`src/rtl/freq_meter_pkg.sv`:
```
// Shared constants for the frequency meter: FSM state encodings and default parameters.
package freq_meter_pkg;

  localparam int unsigned DefGateCycles = 100_000_000;
  localparam int unsigned DefCntW       = 32;
  localparam int unsigned DefSyncStages = 2;

  typedef logic [1:0] fm_state_t;

  localparam fm_state_t ST_IDLE   = 2'd0;
  localparam fm_state_t ST_GATE   = 2'd1;
  localparam fm_state_t ST_REPORT = 2'd2;

endpackage

```
`src/rtl/sync_edge.sv`:
```
// Multi-flop synchroniser for an asynchronous level with a registered rising-edge pulse.
module sync_edge #(
  parameter int unsigned SYNC_STAGES = 2
) (
  input  logic clk,
  input  logic rst_n,
  input  logic d_i,
  output logic rise_o
);

  logic [SYNC_STAGES-1:0] sync_q;
  logic                   dly_q;
  logic                   rise_q;

  always_ff @(posedge clk or negedge rst_n) begin
    if (!rst_n) begin
      sync_q <= '0;
      dly_q  <= 1'b0;
      rise_q <= 1'b0;
    end else begin
      sync_q <= {sync_q[SYNC_STAGES-2:0], d_i};
      dly_q  <= sync_q[SYNC_STAGES-1];
      rise_q <= sync_q[SYNC_STAGES-1] & ~dly_q;
    end
  end

  assign rise_o = rise_q;

endmodule

```
`src/rtl/freq_meter.sv`:
```
// Counts rising edges of an asynchronous input over a fixed gate window and reports each window.
// Optional macro FREQ_METER_PERIOD_EN adds an edge-to-edge period measurement.
module freq_meter
  import freq_meter_pkg::*;
#(
  parameter int unsigned GATE_CYCLES = DefGateCycles,
  parameter int unsigned CNT_W       = DefCntW,
  parameter int unsigned SYNC_STAGES = DefSyncStages
) (
  input  logic             clk,
  input  logic             rst_n,
  input  logic             sig_in,
  input  logic             enable,
  output logic [CNT_W-1:0] count,
  output logic             count_valid,
  output logic             overflow,
`ifdef FREQ_METER_PERIOD_EN
  output logic [CNT_W-1:0] period,
  output logic             period_valid,
`endif
  output logic             busy
);

  localparam int unsigned GateW = (GATE_CYCLES > 1) ? $clog2(GATE_CYCLES) : 1;
  localparam logic [GateW-1:0] GateLast = GateW'(GATE_CYCLES - 1);
  localparam logic [CNT_W-1:0] CntMax = '1;

  logic rise;

  sync_edge #(
    .SYNC_STAGES(SYNC_STAGES)
  ) u_sync_edge (
    .clk   (clk),
    .rst_n (rst_n),
    .d_i   (sig_in),
    .rise_o(rise)
  );

  fm_state_t        state_q, state_d;
  logic [GateW-1:0] gate_q, gate_d;
  logic [CNT_W-1:0] acc_q, acc_d;
  logic             sat_q, sat_d;
  logic [CNT_W-1:0] count_q, count_d;
  logic             ovf_q, ovf_d;
  logic             valid_q, valid_d;
  logic             busy_q, busy_d;

  always_comb begin
    state_d = state_q;
    gate_d  = gate_q;
    acc_d   = acc_q;
    sat_d   = sat_q;
    count_d = count_q;
    ovf_d   = ovf_q;
    valid_d = 1'b0;
    case (state_q)
      ST_IDLE: begin
        gate_d = '0;
        acc_d  = '0;
        sat_d  = 1'b0;
        if (enable) state_d = ST_GATE;
      end
      ST_GATE: begin
        if (!enable) begin
          state_d = ST_IDLE;
          gate_d  = '0;
          acc_d   = '0;
          sat_d   = 1'b0;
        end else begin
          gate_d = gate_q + 1'b1;
          if (rise) begin
            if (acc_q == CntMax) sat_d = 1'b1;
            else                 acc_d = acc_q + 1'b1;
          end
          // Result is latched on entry to REPORT so the strobe lands in the REPORT cycle.
          if (gate_q == GateLast) begin
            state_d = ST_REPORT;
            gate_d  = '0;
            count_d = acc_d;
            ovf_d   = sat_d;
            valid_d = 1'b1;
          end
        end
      end
      ST_REPORT: begin
        gate_d  = '0;
        acc_d   = '0;
        sat_d   = 1'b0;
        state_d = enable ? ST_GATE : ST_IDLE;
      end
      default: state_d = ST_IDLE;
    endcase
    busy_d = (state_d == ST_GATE);
  end

  always_ff @(posedge clk or negedge rst_n) begin
    if (!rst_n) begin
      state_q <= ST_IDLE;
      gate_q  <= '0;
      acc_q   <= '0;
      sat_q   <= 1'b0;
      count_q <= '0;
      ovf_q   <= 1'b0;
      valid_q <= 1'b0;
      busy_q  <= 1'b0;
    end else begin
      state_q <= state_d;
      gate_q  <= gate_d;
      acc_q   <= acc_d;
      sat_q   <= sat_d;
      count_q <= count_d;
      ovf_q   <= ovf_d;
      valid_q <= valid_d;
      busy_q  <= busy_d;
    end
  end

  assign count       = count_q;
  assign count_valid = valid_q;
  assign overflow    = ovf_q;
  assign busy        = busy_q;

`ifdef FREQ_METER_PERIOD_EN
  logic [CNT_W-1:0] per_cnt_q, period_q;
  logic             seen_q, pvalid_q;

  // Free-running, independent of enable; the first edge after reset only arms it.
  always_ff @(posedge clk or negedge rst_n) begin
    if (!rst_n) begin
      per_cnt_q <= '0;
      period_q  <= '0;
      seen_q    <= 1'b0;
      pvalid_q  <= 1'b0;
    end else if (rise) begin
      per_cnt_q <= CNT_W'(1);
      if (seen_q) period_q <= per_cnt_q;
      pvalid_q  <= seen_q;
      seen_q    <= 1'b1;
    end else begin
      if (per_cnt_q != CntMax) per_cnt_q <= per_cnt_q + 1'b1;
      pvalid_q <= 1'b0;
    end
  end

  assign period       = period_q;
  assign period_valid = pvalid_q;
`endif

endmodule
```
`config.mk`:
```
export PLATFORM = sky130hd
export DESIGN_NAME = freq_meter
export DESIGN_NICKNAME = d
export VERILOG_FILES = /design/src/rtl/freq_meter_pkg.sv /design/src/rtl/sync_edge.sv /design/src/rtl/freq_meter.sv
export SDC_FILE = /design/constraint.sdc
export NUM_CORES = 1
export LEC_CHECK = 0
export BUFFER_PORTS_ARGS = -buffer_cell sky130_fd_sc_hd__buf_2
export CAP_MARGIN = 30
export CORE_MARGIN = 1
export CORE_UTILIZATION = 43
export CTS_BUF_LIST = sky130_fd_sc_hd__clkbuf_16
export CTS_CLUSTER_DIAMETER = 150
export CTS_CLUSTER_SIZE = 30
export DETAILED_ROUTE_END_ITERATION = 16
export MAX_ROUTING_LAYER = met4
export SETUP_SLACK_MARGIN = 0.2
export SLEW_MARGIN = 15
export SYNTH_ARGS = -nofsm -noshare
export SYNTH_HDL_FRONTEND = slang
export SYNTH_SLANG_ARGS = --single-unit
```
`constraint.sdc`:
```
create_clock -name clk -period 2 [get_ports clk]
set_clock_uncertainty 0.05 [all_clocks]
set_input_delay 0.4 -clock clk [delete_from_list [all_inputs] [get_ports clk]]
set_output_delay 0.4 -clock clk [all_outputs]
set_load 0.1 [all_outputs]
```
# == Word level (Yosys, flattened, before mapping) ==
# Cells that the tools add are included.
# op_classes
add_sub_neg,2
n_reduce_logical,4
muxes,19
bitwise,2
n_eq_ne,5
# op_table
operator,n
$mux 32,3
$pmux 32 s2,1
$mux 27,2
$pmux 27 s2,1
$add 32x1->32 const B,1
$eq 32x32->1 const B,1
$add 27x1->27 const B,1
$eq 27x27->1 const B,1
$mux 1,7
$mux 2,3
$pmux 2 s3,1
$eq 2x1->1 const B,2
$reduce_and 3->1,1
$eq 2x2->1 const B,1
$logic_not 2->1,1
$pmux 1 s2,1
$reduce_bool 2->1,1
$reduce_or 2->1,1
$and 1x1->1,1
$not 1->1,1
# word_totals
regBits,101
out_inout_bits,35
word_cells,43

# == Depth between registers and ports, before layout ==
# logic_depth
ltp_word,5
mapped_depth,9

# == Modules after synthesis ==
# A second synthesis with hierarchy kept.
# hier_totals
hier_cells,626
area_unflattened_um2,5592.9
# by_module_without_submodules
mod,cells_per_inst,n_inst,area_each_um2
freq_meter,621,1,5479.0
sync_edge,5,1,113.9

# == Worst setup path before layout ==
# OpenSTA, ideal clock, no wires.
# synth_path
path_kind,flip-flop to flip-flop
from,register gate_q[0]
to,"register count_q[14], in the netlist count[14]"
period_less_slack_ns,2.126
required_time_ns,1.817
setup_ns,0.133
path_slack_ns,-0.126
path_stages_with_launch,10
t_arrival_ns,1.943
path_cell_list,dfrtp_1 ha_1 nand3_1 or4_1 nor2_1 nand2_1 buf_2 buf_2 nand2_1 o21ai_0
# synth_between
elab_chain_len,2
# synth_lines
item,line_no,rtl
start: declaration,freq_meter.sv:40,"logic [GateW-1:0] gate_q, gate_d;"
start signal: assignment,freq_meter.sv:108,gate_q <= gate_d;
$eq 27x27->1,freq_meter.sv:76,if (gate_q == GateLast) begin
$reduce_and 3->1 (no source line),-,
end signal: assignment,freq_meter.sv:111,count_q <= count_d;
end: declaration,freq_meter.sv:43,"logic [CNT_W-1:0] count_q, count_d;"
# Every way passes these cells.
# A chain may end at the register's enable or synchronous reset.

# == Worst setup path in the final report ==
# layout_path
from,register gate_q[0]
to,"register count_q[7], in the netlist count[7]"
# Same word-level chain as after synthesis.

==> summary.md <==
| Metric | Value |
|---|---|
| Met2 wire length | 7.713 mm |
| # DRC | 0 |
| Status | finished with violations |
| Asr flop ratio synth | 100.0% |
| Vias | approximately 5,000 |
| Crit. End Element | flip-flop |
| Vias in the first global route | 4,803 |
| Leakage | approximately 3.7 nW |
| Wirelength per Cell | ~17 µm |
| Initial antenna violation count | 0 |
| Worst vdd ir | roughly 0.47 mV |
| Synth Warn # | 0 |
| Max_slew headroom | about 56% |
| Clock latency at the later pin of the worst-skew pair | 360 ps |
| Number of synthesized flops with an enable pin | 0 |
| Layout area overhead | 54.31% |
| Via/cell ratio | approximately 5.7 |
| Mapped Area | between 5000 and 6000 µm² |
| Final Power | 0.004021 W |
| Met3 Wirelength | about 610 µm |
| CTS tree | done |
| Max cap viols | 0 |
| Max Fanout on Critical Path | 5 |
| Sink Count | 101 |
| RSZ-0062 raised after global routing | yes |
| Clock buffer depth | 2 |
| Rows | 39 |
| Clock root cell | clkbuf_16 |
| Endpoints failing hold | 0 |
| Worst Path Buf+Inv | 3 |
| Final setup viols | 35 |
| Met1 wire length | between 6 and 7 mm |
| Post-synthesis area per instance | 9.072 µm² |
| Post-synthesis instance total | 578 |
| Post-route design area | 8092 µm² |
| Synth unique cells | 50 |
| GRT Residual Overflow | 0 |
| Pre-Repair DR Iteration Count | 5 |
| Die outline width | 112.4 µm |
| Buffers on Ports | 38 |
| Fin nets | about 750 |
| Post-DP HPWL | 9.039 mm |
| Largest net degree at the start of global routing | 40 |
| Final WL | approximately 16 mm |
| I/O Pins | 39 |
| Max Slew Vio Count | 0 |
| Fmax | ~470 MHz |
| Max Used Layer | met4 |
| CP Cell Sequence | ha_2 > nand3_2 > or4_4 > nor2_4 > buf_6 > nand2_8 > buf_4 > inv_2 > o211ai_1 > nand2_1 |
| Most frequent cells in the layout | dfrtp_1, buf_4, o21ai_1 |
| Startpoint types | flip-flop |
| Worst setup margin | -110.9 ps |
| Full die area | 12,640 µm² |
| TritonCTS Buffers | 9 |
| Seq cells post-synth | 101 |
| Final Critical Period | around 2100 ps |
| Slowest cell on crit path | or4_4 |
| Hold_ws | 95.47 ps |
| Die extent in y | about 110 µm |
| Mapped Nets | about 580 |
| Required time of the critical path | ~2300 ps |
| Initial DRC count | about 270 |
| Slew at the pin with the worst max-slew slack | 664.1 ps |
| Ant diodes | 0 |
| Post-synthesis sequential area ratio | slightly below 50% |
| Place WS | -137.0 ps |
| Placed cell area | between 6000 and 7000 µm² |
| H-tree Lvls | 3 |
| Final ANT Viol Nets | 0 |
| Ys flop type | dfrtp_1 |
| Reg clk slew, reported paths | approximately 70 ps |
| Tot GR Track Use | 24.89% |
| Final Wtd Congestion | between 0.8 and 0.9 |
| Period utilization | 105.5% |
| Critical Path AT | about 2400 ps |
| Max incr delay on CP | about 530 ps |
| Layout cells sized above 1 | between 40% and 50% |
| Total core area | approximately 12,000 µm² |
| Pwr dens | approximately 500 nW/µm² |
| Initial Utilization | 44.96% |
| Hold WC Path Type | primary input to flip-flop |
| First-pass GRT wire length | roughly 24 mm |
| Kind of critical path | flip-flop to flip-flop |
| Failing checks | setup timing |
| Final Util | between 60% and 70% |
| Top delay family on crit path | simple AND/OR/NAND/NOR gates |
## synth_stat cells, drive strengths merged (2+ instances only)
cell / count / share of area [%]
inv: 6 / 0.43
nor3: 10 / 1.4
xor2: 16 / 2.7
ha: 2 / 0.48
nor4b: 3 / 0.74
nor4: 8 / 1.2
clkbuf: 19 / 1.4
a21oi: 20 / 1.9
and4: 4 / 0.67
dfrtp: 101 / 48
o31ai: 9 / 1.3
nor2: 21 / 1.5
a22o: 3 / 0.50
nand4: 17 / 2.1
xnor2: 17 / 2.8
a41oi: 4 / 0.67
nand2: 91 / 6.5
and2: 7 / 0.84
nor3b: 2 / 0.29
nor2b: 3 / 0.36
buf: 14 / 1.6
a21o: 6 / 0.86
o21ai: 96 / 9.2
or3: 9 / 1.2
nand2b: 4 / 0.48
a31oi: 26 / 3.4
nand3: 30 / 3.0
and3: 19 / 2.4
## area by class of cell
class	count	area (µm²)
clock buffer	9	225.2
multi-input combinational	440	3369
fill	847	3571
inverter	6	22.52
tap	143	178.9
clock inverter	7	57.56
sequential	101	2531
timing repair buffer	188	1707
## logic make-up after synthesis
group | share of synthesized area [%]
AND/OR/NAND/NOR | 23.46
AO/OA/AOI/OAI | 19.02
flip-flops | 48.20
buffers and inverters | 3.340
XOR/XNOR | 5.512
adder cells (fa/ha/maj) | 0.4771
## repair_timing
action                                 CTS  global route
hold buffers                             1             0
gates cloned                             6             5
setup endpoints to repair               94            96
setup buffers                           24            31
endpoints found under the hold margin   27             0
pin swaps                               64            75
resized for setup                      102           124
## registers in the layout (all words and copies together) (netlist names), 2 cells and up
name	cells
acc_q	32
count	32
gate_q	27
state_q	2
u_sync_edge.sync_q	2
## power breakdown
part | internal, W | switching [W] | leakage [nW]
logic | 0.0000873 | 0.000145 | 2.15
clock network | 0.000952 | 0.000780 | 0.148
registers | 0.00205 | 0.00000591 | 1.39
total | 0.00309 | 0.000931 | 3.69
## path summary, 6_finish.rpt
kind | endpoint | startpoint | cells past startpoint | slack (ps)
min in group asynchronous | count[8] | rst_n | 2 | 460
setup reg to reg | count[7] | gate_q[0] | 10 | -110
setup / recovery | count[7] | gate_q[0] | 10 | -110
hold / removal | u_sync_edge.sync_q[0] | sig_in | 1 | 100
hold reg to reg | u_sync_edge.sync_q[1] | u_sync_edge.sync_q[0] | 0 | 300
max in group asynchronous | gate_q[23] | rst_n | 3 | 820
## worst reg2reg max path, delay by kind of cell (launching register included)
kind                       cells  cell delay, ps
and+or+nand+nor                5             960
AOI/OAI and AO/OA              1             110
DFF                            1             360
adders and majority gates      1             190
buffers and inverters          3             400
## stage by stage
step	setup TNS, ps	std cells
2_1_floorplan	0	578
3_3_place_gp	-1099	811
3_5_place_dp	-2064	811
4_1_cts	-598.3	858
5_1_grt	-6215	894
6_report	-1511	894
## per-layer routing
layer  up-vias  global-route usage, %
met5         -                      -
met3        43                  3.780
met2       132                  40.54
li1       2451                      -
met4         0                  10.31
met1      2449                  31.10
(Power assumes the default switching activity.)
